==> src/rtl/multiplier_pkg.sv <==
// Shared definitions for the sequential shift-add multiplier: state encoding
// and the counter-width helper.
package mult_pkg;

  localparam logic IDLE = 1'b0;
  localparam logic BUSY = 1'b1;

  localparam int M_DEFAULT = 26;
  localparam int N_DEFAULT = 13;

  // Counter must hold values 0..n so the iteration count fits with headroom.
  function automatic int cnt_width(input int n);
    return (n < 1) ? 1 : $clog2(n + 1);
  endfunction

endpackage

==> src/rtl/multiplier_if.sv <==
// Start/operand/result bundle for the multiplier; master drives operands,
// slave (the multiplier) returns product and status.
interface multiplier_if #(
  parameter int M = 26,
  parameter int N = 13
);
  logic         en;
  logic [M-1:0] multi1;
  logic [N-1:0] multi2;
  logic [M+N-1:0] product;
  logic         busy;
  logic         done;

  modport master (
    output en, multi1, multi2,
    input  product, busy, done
  );

  modport slave (
    input  en, multi1, multi2,
    output product, busy, done
  );
endinterface

==> src/rtl/multiplier.sv <==
// Unsigned M x N shift-add multiplier, one multiplier bit per clock with a
// fixed latency of N cycles from the load edge to the done pulse.
//
// state | meaning
// IDLE  | waiting for en; loads operands on the edge where en is high
// BUSY  | N shift-add iterations; returns to IDLE on the last one
module multiplier
  import mult_pkg::*;
#(
  parameter int M = 26,
  parameter int N = 13
) (
  input  logic          clk,
  input  logic          rst_n,
  multiplier_if.slave   bus
);

  localparam int CW = cnt_width(N);
  localparam int PW = M + N;
  localparam logic [CW-1:0] CNT_LAST = CW'(N - 1);

  logic          state;
  logic [PW-1:0] mcand;
  logic [PW-1:0] acc;
  logic [N-1:0]  mplier;
  logic [CW-1:0] cnt;
  logic [PW-1:0] product_q;
  logic          done_q;
  logic [PW-1:0] acc_nxt;

  assign acc_nxt = mplier[0] ? (acc + mcand) : acc;

  always_ff @(posedge clk or negedge rst_n) begin
    if (!rst_n) begin
      state     <= IDLE;
      mcand     <= '0;
      acc       <= '0;
      mplier    <= '0;
      cnt       <= '0;
      product_q <= '0;
      done_q    <= 1'b0;
    end else begin
      done_q <= 1'b0;
      case (state)
        IDLE: begin
          if (bus.en) begin
            mcand  <= {{N{1'b0}}, bus.multi1};
            mplier <= bus.multi2;
            acc    <= '0;
            cnt    <= '0;
            state  <= BUSY;
          end
        end
        BUSY: begin
          acc    <= acc_nxt;
          mcand  <= mcand << 1;
          mplier <= mplier >> 1;
          cnt    <= cnt + 1'b1;
          // Latency is fixed at N even if the remaining multiplier bits are zero.
          if (cnt == CNT_LAST) begin
            product_q <= acc_nxt;
            done_q    <= 1'b1;
            state     <= IDLE;
          end
        end
        default: state <= IDLE;
      endcase
    end
  end

  assign bus.product = product_q;
  assign bus.done    = done_q;
  assign bus.busy    = (state == BUSY);

endmodule

==> src/flat_wrapper.sv <==
// flat-port wrapper written by rule: the top's interface ports become plain ports
module multiplier_flat import mult_pkg::*;
#(
  parameter int M = 26,
  parameter int N = 13
)
  (clk, rst_n, bus_en, bus_multi1, bus_multi2, bus_product, bus_busy, bus_done);
  multiplier_if #(.M(M), .N(N)) bus_i ();
  input  logic clk;
  input  logic rst_n;
  input wire logic [$bits(bus_i.en)-1:0] bus_en;
  input wire logic [$bits(bus_i.multi1)-1:0] bus_multi1;
  input wire logic [$bits(bus_i.multi2)-1:0] bus_multi2;
  output wire logic [$bits(bus_i.product)-1:0] bus_product;
  output wire logic [$bits(bus_i.busy)-1:0] bus_busy;
  output wire logic [$bits(bus_i.done)-1:0] bus_done;
  assign bus_i.en = bus_en;
  assign bus_i.multi1 = bus_multi1;
  assign bus_i.multi2 = bus_multi2;
  assign bus_product = bus_i.product;
  assign bus_busy = bus_i.busy;
  assign bus_done = bus_i.done;
  multiplier #(.M(M), .N(N)) u_core (.clk(clk), .rst_n(rst_n), .bus(bus_i));
endmodule
==> config.mk <==
export PLATFORM = sky130hd
export DESIGN_NAME = multiplier_flat
export DESIGN_NICKNAME = d
export VERILOG_FILES = /design/src/rtl/multiplier_pkg.sv /design/src/rtl/multiplier_if.sv /design/src/rtl/multiplier.sv /design/src/flat_wrapper.sv
export SDC_FILE = /design/constraint.sdc
export NUM_CORES = 1
export LEC_CHECK = 0
export ABC_AREA = 1
export BUFFER_PORTS_ARGS = -buffer_cell sky130_fd_sc_hd__buf_2
export CORE_MARGIN = 8
export CORE_UTILIZATION = 40
export DETAILED_ROUTE_END_ITERATION = 8
export GPL_TIMING_DRIVEN = 0
export PLACE_DENSITY = 0.63
export SYNTH_ARGS = -nofsm -noshare
export SYNTH_HDL_FRONTEND = slang
export SYNTH_SLANG_ARGS = --single-unit
==> constraint.sdc <==
create_clock -name clk -period 6.35 [get_ports clk]
set_input_delay 0 -clock clk [delete_from_list [all_inputs] [get_ports clk]]
set_output_delay 0 -clock clk [all_outputs]
set_load 0.02 [all_outputs]
[Word level (Yosys, flattened, before mapping)]
Index checks and enable logic that the tools add are counted.
Storage, ports and cells
  register bits: 136
  input bits: 42
  word-level logic and storage cells: 27
Operators by class
  add/subtract/negate cells: 2
  equal/unequal tests: 2
  mux-type cells: 14
  bitwise gates (word level): 1
  reductions and logical operators: 1
Operators by type and width (count)
  $pmux 39 s2: 2
  $mux 39: 3
  $add 39x39->39: 1
  $pmux 13 s2: 1
  $mux 13: 1
  $pmux 4 s2: 1
  $add 4x1->4 const B: 1
  $eq 4x4->1 const B: 1
  $mux 1: 4
  $mux 4: 1
  $ne 2x2->1 const B: 1
  $pmux 1 s2: 1
  $reduce_and 2->1: 1
  $not 1->1: 1

[Longest topological paths before layout]
  depth in word-level cells: 3
  mapped depth: 15
  gate-level depth less buffers: 15

[Worst setup path after synthesis]
No wires, ideal clock.
  path kind: register to register
  start point: reg u_core.acc[0]
  end point: reg u_core.product_q[38] (netlist: u_core.bus.product[38])
  library setup time: 117 ps
  arrival time: 1897 ps
  setup slack: 4335 ps
  stages on the path, launching flop included: 15
  path buffers: 0
  clock period less this slack: 2015 ps
  cell sequence: dfrtp_1 > ha_1 > fa_1 > nand3_1 > nand3_1 > nand2_1 > nand2_1 > nand2_1 > nand3_2 > nand2_1 > nand2_1 > nand2_1 > nand3_1 > nand3_1 > nand2_1
On the way
  word-level cells in the longest chain between the ends: 2
RTL lines
  from (decl): line multiplier.sv:24  | logic [PW-1:0] acc;
  from (signal assigned): line multiplier.sv:55  | acc <= acc_nxt;
  $add 39x39->39: line multiplier.sv:31  | assign acc_nxt = mplier[0] ? (acc + mcand) : acc;
  $mux 39: line multiplier.sv:31
  to (signal assigned): line multiplier.sv:61  | product_q <= acc_nxt;
  to (decl): line multiplier.sv:27  | logic [PW-1:0] product_q;
No other way between the ends.
A chain may end at the register's enable or synchronous reset.

[Worst setup path after layout]
  start point: reg u_core.mcand[0]
  end point: reg u_core.acc[30]
On the way
  word-level cells in the longest chain between the ends: 3
RTL lines
  from (decl): line multiplier.sv:23  | logic [PW-1:0] mcand;
  from (signal assigned): line multiplier.sv:47  | mcand <= {{N{1'b0}}, bus.multi1};
  from (signal assigned): line multiplier.sv:56  | mcand <= mcand << 1;
  $add 39x39->39: line multiplier.sv:31
  $mux 39: line multiplier.sv:31
  $pmux 39 s2: line multiplier.sv:44  | case (state)
No other way between the ends.

==> summary.md <==
| Metric | Value |
|---|---|
| Number of synthesized register bits | `about 140` |
| Number of flops mapped to enable cells by yosys | `0` |
| Syn. warnings | `0` |
| Slew Viols, Final | `0` |
| Initial core utilization | `approximately two fifths` |
| Share of cells above drive strength 1 | `roughly 12%` |
| H-tree levels | `4` |
| Drc violations | `0` |
| Initial antenna violation count | `0` |
| Die W | `162 um` |
| Most frequent cells in the layout | `444 x nand2_1, 170 x inv_1, 136 x dfrtp_1` |
| Vias in the first global route | `about 8000` |
| Diode count | `0` |
| Core area | `approximately 21000 um2` |
| Average wire per standard cell | `between 15 and 20 um` |
| RSZ-0062 raised after global routing | `false` |
| Fin crit period | `between 2 and 3 ns` |
| CTS clk-pin slew, worst paths | `around 0.07 ns` |
| Yosys cell types | `35` |
| Clk sink count | `136` |
| Share of synthesized flip-flops with an asynchronous set or reset | `100%` |
| CP Launch Type | `flop` |
| Final ANT Viol Nets | `0` |
| # fillers | `around 2200` |
| Post-Route Skew | `roughly 0.014 ns` |
| # rows | `53` |
| Final Power | `approximately 0.006 W` |
| Reg2reg setup slack | `3.81 ns` |
| Maximum root-to-sink buffer count | `2` |
| Die H | `roughly 160 um` |
| IO Port Bufs | `a little over 80` |
| Leading cell type in the layout, fill and taps excluded | `nand2_1` |
| Final period util | `about two fifths` |
| Switch share | `50.0%` |
| Die area | `26300 um2` |
| Nets@finish | `approximately 1400` |
| Clock power frac | `roughly 17%` |
| Sequential fraction of the synthesis area | `around two fifths` |
| Detailed Place HPWL | `just under 20000 um` |
| First-pass GRT wire length | `about 42000 um` |
| CP Capture Type | `flop` |
| WL final | `roughly 25000 um` |
| Outcome | `complete, no violations` |
| Setup TNS | `0 ns` |
| DRT iter0 DRCs | `539` |
| GPL Wtd Cong | `between 0.9 and 1` |
| Largest net degree at the start of global routing | `between 70 and 80` |
| Post-CTS setup repair buffer count | `0` |
| Crit-path max FO | `4` |
| Gate power share | `~58%` |
| Hold Fails Final Rpt | `0` |
| # IOs | `83` |
| # hold bufs at CTS | `40` |
| Critical path data arrival time | `between 2 and 3 ns` |
| Worst Setup Path Type | `flop to flop` |
| Power per cell area | `approximately 580 nW/um2` |
| Cell Area, Synth | `8530 um2` |
| Sw power | `about 0.0030 W` |
| Final setup fails | `0` |
| DR pass1 iterations | `5` |
| Layout area overhead | `20.7%` |
| CP required | `between 6 and 7 ns` |
| Vias per cell | `around 4.9` |
| Global Route Usage Sum | `about a fifth` |
| Slew margin rel. | `a little under half` |
| Worst hold path type | `primary input to flop` |
| Synthesized area per cell | `just over 7 um2` |
| Sequential share of power | `25.9%` |
| Internal power | `0.00298 W` |
| Worst VDD drop | `roughly 200 uV` |
| Clk root buf | `clkbuf_16` |
| PostCTS Resize Cnt | `0` |
| Area occupied by multi-input gates | `roughly 4300 um2` |
| Fmax achieved | `just under 400 MHz` |
| Top_reg_cell synth | `dfrtp_1` |
| Synth Net Count | `between 1000 and 1500` |
| CTS tree | `yes` |
| Vias | `between 8000 and 9000` |
| Pleak | `5.66 nW` |
| Clock buffer count from CTS | `17` |
| Mapped Cells | `1210` |
| Max capacitance violation total | `0` |
| Clock Latency Late Sink | `approximately 0.43 ns` |
| Overflow left after global routing | `0` |
| Least-Margin Pin Slew | `0.805 ns` |
| Register area | `3400 um2` |
-- cell families (layout without fill, tap and decap cells) --
| family | count (synthesis) | count (layout) | share of synthesized area (%) |
|---|---|---|---|
| compound gates | 157 | 157 | 11.2 |
| xor+xnor | 16 | 16 | 1.64 |
| fa+ha+maj | 41 | 41 | 6.10 |
| buf+inv | 212 | 367 | 9.56 |
| flops | 136 | 136 | 39.9 |
| simple gates | 648 | 648 | 31.6 |
-- stage by stage --
step                      hold WS [ns]  utilization, %  worst slack, ns  cell area (um2)  instances
final                           0.0260            49.1             3.81            10300       1640
after global routing            0.0496            49.1             3.58            10300       1640
after CTS                       0.0101            49.1             3.81            10300       1640
after detailed placement        0.0341            44.5             3.83             9320       1568
after global placement           0.202            44.3             3.29             9290       1567
after floorplan                 -0.296               -             4.34             8530       1210
-- power groups by stage --
stage               Combinational [W]  Clock, W  Sequential, W
floorplan                     0.00240         0        0.00163
global placement              0.00336         0        0.00155
detailed placement            0.00341         0        0.00155
CTS                           0.00345  0.000997        0.00154
global route                  0.00393   0.00104        0.00159
finish                        0.00344  0.000984        0.00154
-- final timing paths --
check | startpoint | depth (start not counted) | to
setup / recovery | u_core.mcand[0] | 14 | u_core.acc[30]
hold / removal | bus_en | 4 | u_core.cnt[2]
setup reg to reg | u_core.mcand[0] | 14 | u_core.acc[30]
hold reg to reg | u_core.bus.product[12] | 2 | u_core.bus.product[12]
max in group asynchronous | rst_n | 3 | u_core.acc[24]
min in group asynchronous | rst_n | 2 | u_core.bus.product[1]
-- critical path, stage by stage, from the launching register on --
cell	delay (ns)
dfrtp_1	0.40
ha_1	0.24
fa_1	0.45
nand3_1	0.11
nand3_1	0.18
nand2_1	0.12
nand2_1	0.12
nand2_1	0.13
nand3_2	0.17
nand2_1	0.16
nand2_1	0.06
nand2_1	0.05
nand3_1	0.09
nand3_1	0.10
nand2_1	0.05
-- flip-flops by register name (all words and copies together) (netlist names) --
signal,count
u_core.mplier,13
u_core.acc,39
u_core.bus.busy,1
u_core.mcand,39
u_core.bus.product,39
u_core.bus.done,1
u_core.cnt,4
-- synthesized netlist by cell type (2+ instances only) --
library cell	n	share of area, %
a21oi_1	27	1.6
a21oi_2	2	0.21
a22oi_1	28	2.5
buf_1	4	0.18
buf_2	10	0.59
buf_4	2	0.18
clkbuf_1	24	1.1
dfrtp_1	136	40
ha_1	40	5.9
inv_1	170	7.5
nand2_1	444	20
nand2_2	5	0.37
nand3_1	95	5.6
nand3_2	11	1.3
nand4_1	2	0.15
nor2_1	66	2.9
nor2_2	3	0.22
nor3_1	5	0.29
o211ai_1	5	0.44
o21a_1	2	0.18
o21ai_0	53	3.1
o21ai_1	7	0.41
o21bai_1	2	0.18
o221ai_1	9	0.92
o22ai_1	19	1.4
or2_2	16	1.2
xnor2_1	8	0.82
xor2_1	8	0.82
-- per-layer routing --
layer	GRT usage, %	wire, um	vias to the layer above
met5	0	0	-
met2	30.8	10900	158
met3	3.67	1020	26
met4	4.97	406	0
li1	-	-	4137
met1	28.0	12700	3757
-- final cells by class --
class,count,area share (%)
Inverter,172,6.27
Sequential cell,136,33.1
Buffer,40,1.65
Multi-Input combinational cell,862,41.9
Clock inverter,15,1.47
Timing Repair Buffer,123,8.20
Tap cell,275,3.34
Clock buffer,17,4.13
Power figures use the tool's default switching activity.
